## config.mk

```make
export PLATFORM = sky130hd
export DESIGN_NAME = hamming_decoder
export DESIGN_NICKNAME = d
export VERILOG_FILES = /design/src/rtl/hamming_decoder.sv
export SDC_FILE = /design/constraint.sdc
export NUM_CORES = 1
export LEC_CHECK = 0
export CAP_MARGIN = 5
export CORE_ASPECT_RATIO = 0.8
export CORE_MARGIN = 5
export CORE_UTILIZATION = 30
export DETAILED_ROUTE_END_ITERATION = 7
export PLACE_DENSITY = 0.58
export SYNTH_ARGS = -nofsm -noshare
export SYNTH_HDL_FRONTEND = slang
export SYNTH_SLANG_ARGS = --single-unit
```

## constraint.sdc

```tcl
create_clock -name clk -period 2.8 [get_ports clk]
set_input_delay 0.56 -clock clk [delete_from_list [all_inputs] [get_ports clk]]
set_output_delay 0.56 -clock clk [all_outputs]
set_load 0.005 [all_outputs]
```

## src/rtl/hamming_decoder.sv

```systemverilog
// ---------------------------------------------------------------------------
// hamming_decoder
//   Serial Hamming(7,4) decoder with a trailing marker bit. Each codeword is
//   eight bits, c0 first, c7 (marker, expected 1) last. A single-bit error in
//   c0..c6 is corrected, and the four data bits d3..d0 are emitted serially
//   on the four cycles after the c7 capture edge.
//
// Ports
//   clk        in   rising-edge clock
//   reset      in   synchronous active-high reset
//   in         in   serial codeword bit, sampled when in_esig=1
//   in_esig    in   input-valid strobe, 8 consecutive cycles per codeword
//   out        out  serial decoded data bit (0 when out_esig=0)
//   out_esig   out  output-valid strobe, 4 cycles per decoded codeword
//   err_corr   out  single-bit error corrected in the current word
//   err_marker out  marker bit c7 was received as 0
//   err_frame  out  one-cycle pulse when a partial codeword is aborted
//   corr_count out  saturating count of corrected words since reset
// ---------------------------------------------------------------------------
module hamming_decoder (
    input  logic       clk,
    input  logic       reset,
    input  logic       in,
    input  logic       in_esig,
    output logic       out,
    output logic       out_esig,
    output logic       err_corr,
    output logic       err_marker,
    output logic       err_frame,
    output logic [7:0] corr_count
);

    logic [2:0] rx_cnt;     // index of the next codeword bit to capture
    logic [6:0] rx_sr;      // rx_sr[i] holds c_i for i = 0..6
    logic [2:0] tx_shift;   // remaining data bits still to be emitted
    logic [1:0] tx_cnt;     // number of data bits still to be emitted

    // Decode path: c7 is taken straight from the input on the capture edge,
    // so the whole word is decoded combinationally in that same cycle.
    logic [7:0] word;
    logic [2:0] syndrome;
    logic [6:0] fixed;
    logic [3:0] data;
    logic       load;

    assign word = {in, rx_sr};
    assign load = in_esig && (rx_cnt == 3'd7);

    // NOTE: every always_comb output gets a default before any branch, so no
    // path leaves a signal unassigned and no latch is inferred.
    always_comb begin
        syndrome[0] = word[0] ^ word[3] ^ word[4] ^ word[5];
        syndrome[1] = word[1] ^ word[4] ^ word[5] ^ word[6];
        syndrome[2] = word[2] ^ word[3] ^ word[4] ^ word[6];
        fixed       = word[6:0];
        case (syndrome)
            3'b001:  fixed[0] = ~word[0];
            3'b010:  fixed[1] = ~word[1];
            3'b100:  fixed[2] = ~word[2];
            3'b101:  fixed[3] = ~word[3];
            3'b111:  fixed[4] = ~word[4];
            3'b011:  fixed[5] = ~word[5];
            3'b110:  fixed[6] = ~word[6];
            default: fixed    = word[6:0];
        endcase
        data = {fixed[6], fixed[5], fixed[4], fixed[3]};  // d3..d0
    end

    // NOTE: sequential state uses non-blocking assignments only, so every
    // register samples the pre-edge values regardless of statement order.
    always_ff @(posedge clk) begin
        if (reset) begin
            // The shift register is reset along with everything else so that
            // a burst after reset never decodes stale bits.
            rx_cnt     <= 3'd0;
            rx_sr      <= 7'd0;
            tx_shift   <= 3'd0;
            tx_cnt     <= 2'd0;
            out        <= 1'b0;
            out_esig   <= 1'b0;
            err_corr   <= 1'b0;
            err_marker <= 1'b0;
            err_frame  <= 1'b0;
            corr_count <= 8'd0;
        end else begin
            // Receive side
            err_frame <= 1'b0;
            if (in_esig) begin
                if (rx_cnt != 3'd7)
                    rx_sr[rx_cnt] <= in;
                rx_cnt <= rx_cnt + 3'd1;   // wraps 7 -> 0 after c7
            end else if (rx_cnt != 3'd0) begin
                // Strobe dropped mid-word: discard and flag the framing error.
                rx_cnt    <= 3'd0;
                err_frame <= 1'b1;
            end

            // Transmit side: a new load always wins; since a word takes eight
            // cycles to arrive, the previous burst has finished by then.
            if (load) begin
                out        <= data[3];
                tx_shift   <= data[2:0];
                tx_cnt     <= 2'd3;
                out_esig   <= 1'b1;
                err_corr   <= (syndrome != 3'b000);
                err_marker <= ~in;
                if (syndrome != 3'b000 && corr_count != 8'hFF)
                    corr_count <= corr_count + 8'd1;
            end else if (tx_cnt != 2'd0) begin
                out      <= tx_shift[2];
                tx_shift <= {tx_shift[1:0], 1'b0};
                tx_cnt   <= tx_cnt - 2'd1;
            end else begin
                out        <= 1'b0;
                out_esig   <= 1'b0;
                err_corr   <= 1'b0;
                err_marker <= 1'b0;
            end
        end
    end

endmodule

```

==> out/qor.txt, run 1 <==
post-CTS sizing - 0
met1 Use GR - 15.7%
CTS Buf Count - 3
synth cell count leaders - dfxtp_1, nor2_1, nor3_1, nand3_1
Post-DP Area - 1730 um2
worst relative slew slack - 52.5%
fin crit period - 2.29 ns
TritonCTS clock tree - done
register area share after synthesis - 37.7%
Critical Path RT - 3.01 ns
most frequent cell after synthesis - dfxtp_1
top cell type by total area after synthesis - dfxtp_1
area delta synth->final - 19.0%
crit-path leading delay family - simple AND/OR/NAND/NOR gates
worst path arrival time - 2.50 ns
Critical path buffers and inverters - 1
Mapped Cells - 171
share of post-route cells with drive strength above 1 - 6.95%
Hold Path Class - reg -> reg
Filler cells - 507
Post-Syn Nets - 180
antenna violations before repair - 0
final cell utilization of the core - 37.8%
pre-CTS setup slack - 0.298 ns
vias per cell - 4.79
first-iteration detailed-routing DRC count - 89
Async SR Flop Fraction - 0%
Post-Syn Area - 1490 um2
number of enable flip-flop cells after synthesis - 0
Finished Layout Cells - 247
critical path peak fanout - 11
core box area - 4680 um2
Final Skew - 0.00748 ns
DRC - 0
GP Congestion - 0.784
design area - 1770 um2
Crit. End Element - flip-flop
Final WS setup - 0.510 ns
simple-gate share of the synthesized area - 25.2%
register bit total from synthesis - 28
first-pass GRT wire length - 5390 um
post-synthesis area per instance - 8.69 um2
cts hold-fix bufs - 0
CTS Root Cell - clkbuf_8
Clk pin slew, worst setup/hold paths - 0.10 ns
unrepaired setup endpoints after global routing - no
Period Utilization, post-route - 81.8%
crit start category - flip-flop
CP dominant cell by count - ha_1
Least-Margin Pin Slew - 0.710 ns
die height - 72.9 um
initial core utilization - 31.7%
CTS sink cnt - 28
Routed Antenna Nets - 0
Final Max Slew Viols - 0
max cap viols - 0
port bufs - 16
GR peak layer - met1
count of final hold-check violations - 0
VDD IR max - 341 uV
Post-DP HPWL - 2330 um
Slowest-stage cell, CP - dfxtp_1
fin nets - 198
Max Buffers Root-to-Sink - 2
Die Span X - 88.7 um
outcome - finished clean
routed vias - 1182
Synth cell types - 37
main combinational cell family by area after synthesis - simple AND/OR/NAND/NOR gates
main flop type after synthesis - dfxtp_1
Crit path largest cell delay - 0.47 ns
first drt pass iteration count - 4
XOR/XNOR share of the synthesized area - 8.76%
average routed wire per standard cell - 12.3 um
vias in the first global route - 1121
DIE AREA - 6470 um2
final WL - 3050 um
leakage dissipation - 0.677 nW
FMAX - 437 MHz
Inst Count DP - 244
fraction of the mapped netlist area in adder cells - 4.21%
Final Setup Violations - 0
Compound-Gate Fraction of Synth Area - 10.3%
# IOs - 17
Post-CTS Setup Bufs - 0
row count - 22
Crit Path Category - reg -> reg
Total GRT Usage - 10.4%
yosys warns - 0
largest net degree at the start of global routing - 22
Pwr Density - 446 nW/um2
Overflow after GRT - 0
critical-path cell list - ha_1, ha_1, and2_1, o211a_1, a211oi_1, buf_4, or4_1, a21oi_1
Worst-Skew Late Latency - 0.27 ns
GR Layer Usage met2 - 14.7%
Inserted Diodes - 0
H-tree Lvls - 1
Yosys top cell area share - 37.7%
mux cell area share after synthesis - 9.18%
TNS Setup - 0 ns
Area contributors post-synth - dfxtp_1, mux2i_1, nor2_1, ha_1, xnor2_1
GR Layer Usage met3 - 2.03%
-- flip-flops by register name, summed over array words and instances, names as in the netlist --
name	count
corr_count	8
err_corr	1
err_frame	1
err_marker	1
out	1
out_esig	1
rx_cnt	3
rx_sr	7
tx_cnt	2
tx_shift	3
-- power by group --
part / switching, W / internal, W
logic: 0.0000822 / 0.0000587
registers: 0.0000109 / 0.000415
clock network: 0.000124 / 0.0000967
-- cell type report --
| cell class | count | area [um2] | area share [%] |
|---|---|---|---|
| Clock buffer | 3 | 41.3 | 2.34 |
| Tap cell | 60 | 75.1 | 4.25 |
| Sequential cell | 28 | 561 | 31.7 |
| Timing Repair Buffer | 22 | 205 | 11.6 |
| Multi-Input combinational cell | 126 | 856 | 48.4 |
| Inverter | 8 | 30.0 | 1.70 |
-- routing by layer --
| metal | vias up | wire length [um] |
|---|---|---|
| met1 | 540 | 1680 |
| met2 | 12 | 1260 |
| met5 | - | 0 |
| li1 | 628 | - |
| met3 | 2 | 73 |
| met4 | 0 | 29 |
-- cells by family after synthesis --
logic type               count (synthesis)
buffers and inverters                   17
XOR/XNOR                                14
AO/OA/AOI/OAI                           23
AND/OR/NAND/NOR                         71
multiplexers                            13
adder cells (fa/ha/maj)                  5
flip-flops                              28
-- per-stage QoR --
| stage | total power, W | hold WS, ns |
|---|---|---|
| 4_1_cts | 0.000800 | 0.485 |
| 3_3_place_gp | 0.000576 | 0.467 |
| 5_1_grt | 0.000834 | 0.522 |
| 6_report | 0.000788 | 0.474 |
| 2_1_floorplan | 0.000541 | 0.462 |
| 3_5_place_dp | 0.000578 | 0.469 |
-- worst reg2reg max path, cell delays in order (launching register included) --
cell and delay [ns]:
dfxtp_1 0.47, ha_1 0.19, ha_1 0.20, and2_1 0.31, o211a_1 0.20, a211oi_1 0.04, buf_4 0.19, or4_1 0.47
a21oi_1 0.16
-- cells in the final DEF (no fill, tap or decap), drive strengths merged --
cell type	n
inv	8
clkdlybuf4s50	16
and3	4
nor3	12
nor3b	1
dfxtp	28
nor2b	7
mux2i	8
nand3	9
ha	5
xnor2	7
nor4b	2
a211o	1
o31ai	1
a211oi	8
nand3b	2
mux2	5
a31oi	2
or2	1
clkbuf	3
a21oi	8
nor4	1
nor2	20
nand2b	3
o41ai	1
or4b	1
nand4b	1
or4	1
o21ai	1
xor2	7
and2	1
nand2	5
buf	6
o211a	1
-- worst paths after layout --
| kind | slack (ns) | cells after the start | startpoint | to |
|---|---|---|---|---|
| min reg2reg | 0.47 | 2 | err_corr | err_corr |
| max reg2reg | 0.51 | 8 | rx_cnt[1] | corr_count[2] |
| max | 0.51 | 8 | rx_cnt[1] | corr_count[2] |
| min | 0.47 | 2 | err_corr | err_corr |
(Power assumes the default switching activity.)
==> run 2, diff against run 1 <==
==> constraint.sdc (replaced) <==
create_clock -name clk -period 2.26 [get_ports clk]
set_input_delay 0.452 -clock clk [delete_from_list [all_inputs] [get_ports clk]]
set_output_delay 0.452 -clock clk [all_outputs]
set_load 0.005 [all_outputs]
==> run 2 against run 1 <==
  * Cell area is 1.7% higher
  * Routed wire length is 0.62% lower
  * Core utilization is 0.64 points higher
  * Critical path depth stayed put
  * First-iteration DRC count is 45% lower
  * Die area stayed put
  * Final cell count is 1.2% higher
==> out/qor.txt, run 2 (synthesis gave the netlist of run 1 again) <==
crit start category - flip-flop
largest net degree at the start of global routing - 20 (-9.1%)
Largest Register - corr_count
Max Buffers Root-to-Sink - 2 (unchanged)
DIE AREA - 6470 um2 (unchanged)
Final Setup Violations - 0 (unchanged)
commonest non-fill, non-tap cell in the layout - dfxtp_1
setup slack, reg-to-reg - 0.23 ns (-0.28 ns)
Clk pin slew, worst setup/hold paths - 0.10 ns (about the same)
Hold WS - 0.478 ns (+0.00383 ns)
Crit Path Category - reg -> reg
die height - 72.9 um (unchanged)
Crit path largest cell delay - 0.36 ns (-0.11 ns)
leakage dissipation - 0.696 nW (+2.8%)
Worst-Skew Late Latency - 0.28 ns (about the same)
vias per cell - 4.82 (+0.81%)
hold path cells - 2 (unchanged)
Overflow after GRT - 0 (unchanged)
VDD IR max - 285 uV (-17%)
port bufs - 16 (unchanged)
count of final hold-check violations - 0 (unchanged)
fin crit period - 2.03 ns (-0.260 ns)
Hold Path Class - reg -> reg
H-tree Lvls - 1 (unchanged)
Post-DP HPWL - 2280 um (-2.1%)
Slowest-stage cell, CP - dfxtp_2
hold path endpoint - err_corr
antenna violations before repair - 0 (unchanged)
worst path arrival time - 2.20 ns (-0.30 ns)
Top Registers - corr_count x8, rx_sr x7
critical-path cell list - ha_1, ha_1, and2_1, o211a_1, a211oi_1, buf_4, nor3_1, mux2_1
first-iteration detailed-routing DRC count - 49 (-45%)
most frequent cells in the layout - dfxtp_1, nor2_1, clkdlybuf4s50_1, nor3_1, nand3_1
TritonCTS clock tree - done
core box area - 4680 um2 (unchanged)
first-pass GRT wire length - 5290 um (-1.9%)
average routed wire per standard cell - 12.1 um (-1.8%)
# IOs - 17 (unchanged)
FMAX - 493 MHz (+13%)
max cap viols - 0 (unchanged)
worst relative slew slack - 71.9% (+19 points)
initial core utilization - 31.7% (unchanged)
CTS sink cnt - 28 (unchanged)
Final Max Slew Viols - 0 (unchanged)
max reg flops - 8 (unchanged)
Routed Antenna Nets - 0 (unchanged)
fin nets - 200 (+1.0%)
critical path peak fanout - 11 (unchanged)
Critical Path RT - 2.43 ns (-0.58 ns)
Worst Reg2Reg Path Length in Cells - 8 (unchanged)
Period Utilization, post-route - 89.8% (+8.0 points)
unrepaired setup endpoints after global routing - no
Worst R2R End - corr_count[5]
Total GRT Usage - 10.3% (-0.10 points)
Inserted Diodes - 0 (unchanged)
RR Startpoint - rx_cnt[0]
Final Skew - 0.00716 ns (-0.000321 ns)
outcome - finished clean
final WL - 3030 um (-0.62%)
routed vias - 1206 (+2.0%)
share of post-route cells with drive strength above 1 - 8.95% (+2.0 points)
total design power - 0.00102 W (+29%)
Post-CTS Setup Bufs - 0 (unchanged)
CTS Buf Count - 3 (unchanged)
cts hold-fix bufs - 0 (unchanged)
CTS Root Cell - clkbuf_8
hold path start - err_corr
GP Congestion - 0.789 (+0.59%)
CP dominant cell by count - ha_1
Crit. End Element - flip-flop
row count - 22 (unchanged)
TNS Setup - 0 ns (unchanged)
area delta synth->final - 21.1%
first drt pass iteration count - 4 (unchanged)
Die Span X - 88.7 um (unchanged)
vias in the first global route - 1087 (-3.0%)
Least-Margin Pin Slew - 0.419 ns (-0.290 ns)
post-CTS sizing - 0 (unchanged)
Pwr Density - 566 nW/um2 (+27%)
DRC - 0 (unchanged)
## run 2: cell types whose count changed in the layout (fill, tap and decap cells not counted), sizes merged
| cell | previous run | this run |
|---|---|---|
| buf | 6 | 8 |
| clkbuf | 3 | 4 |
## run 2: metal layers
layer  up-vias  GRT usage, %  wire (um)
li1        633             -          -
met1       562          15.2       1640
met2         9          14.7       1280
met3         2          2.48         75
met4         0          3.02         36
met5         -             0          0
## run 2: cell type report
cell class,instances,area [um2]
fill,487,2880
clock buffer,4,55.1
inverter,8,30.0
multi-input combinational,126,856
tap,60,75.1
sequential,28,562
timing repair buffer,24,220
## run 2: metrics by stage
step | std cells | setup slack (ns) | utilization (%) | instance area [um2]
floorplan | 171 | 0.225 | - | 1490
global placement | 246 | 0.0832 | 37.2 | 1740
detailed placement | 246 | 0.0420 | 37.2 | 1740
CTS | 250 | 0.160 | 38.4 | 1800
global route | 250 | 0.0818 | 38.4 | 1800
finish | 250 | 0.230 | 38.4 | 1800
## run 2: power breakdown
part	internal, W	total [W]	leakage, nW	switching, W
Clock	0.000156	0.000313	0.0288	0.000157
Combinational	0.0000730	0.000177	0.441	0.000104
Sequential	0.000515	0.000527	0.227	0.0000116
## run 2: worst max-delay path, delay by kind of cell, from the launching register on
kind	cells	cell delay, ns
and+or+nand+nor	2	0.26
muxes	1	0.31
DFF	1	0.36
AOI/OAI and AO/OA	2	0.36
adders and majority gates	2	0.42
buffers and inverters	1	0.22
## run 2: worst max-delay path by stage
stage	start	endpoint	slack (ns)
after floorplan	rx_cnt[0]	corr_count[3]	0.23
after global placement	in_esig	corr_count[2]	0.08
after detailed placement	in_esig	corr_count[2]	0.04
after CTS	rx_cnt[0]	corr_count[2]	0.16
after global routing	rx_cnt[0]	corr_count[5]	0.08
final	rx_cnt[0]	corr_count[5]	0.23
==> run 3, diff against run 2 <==
--- a/config.mk
+++ b/config.mk
@@ -9,6 +9,7 @@
 export CORE_ASPECT_RATIO = 0.8
 export CORE_MARGIN = 5
 export CORE_UTILIZATION = 30
+export CTS_CLUSTER_SIZE = 10
 export DETAILED_ROUTE_END_ITERATION = 7
 export PLACE_DENSITY = 0.58
 export SYNTH_ARGS = -nofsm -noshare
==> results of run 3 <==
Final layout, timing and power as in run 2 (identical DEF).
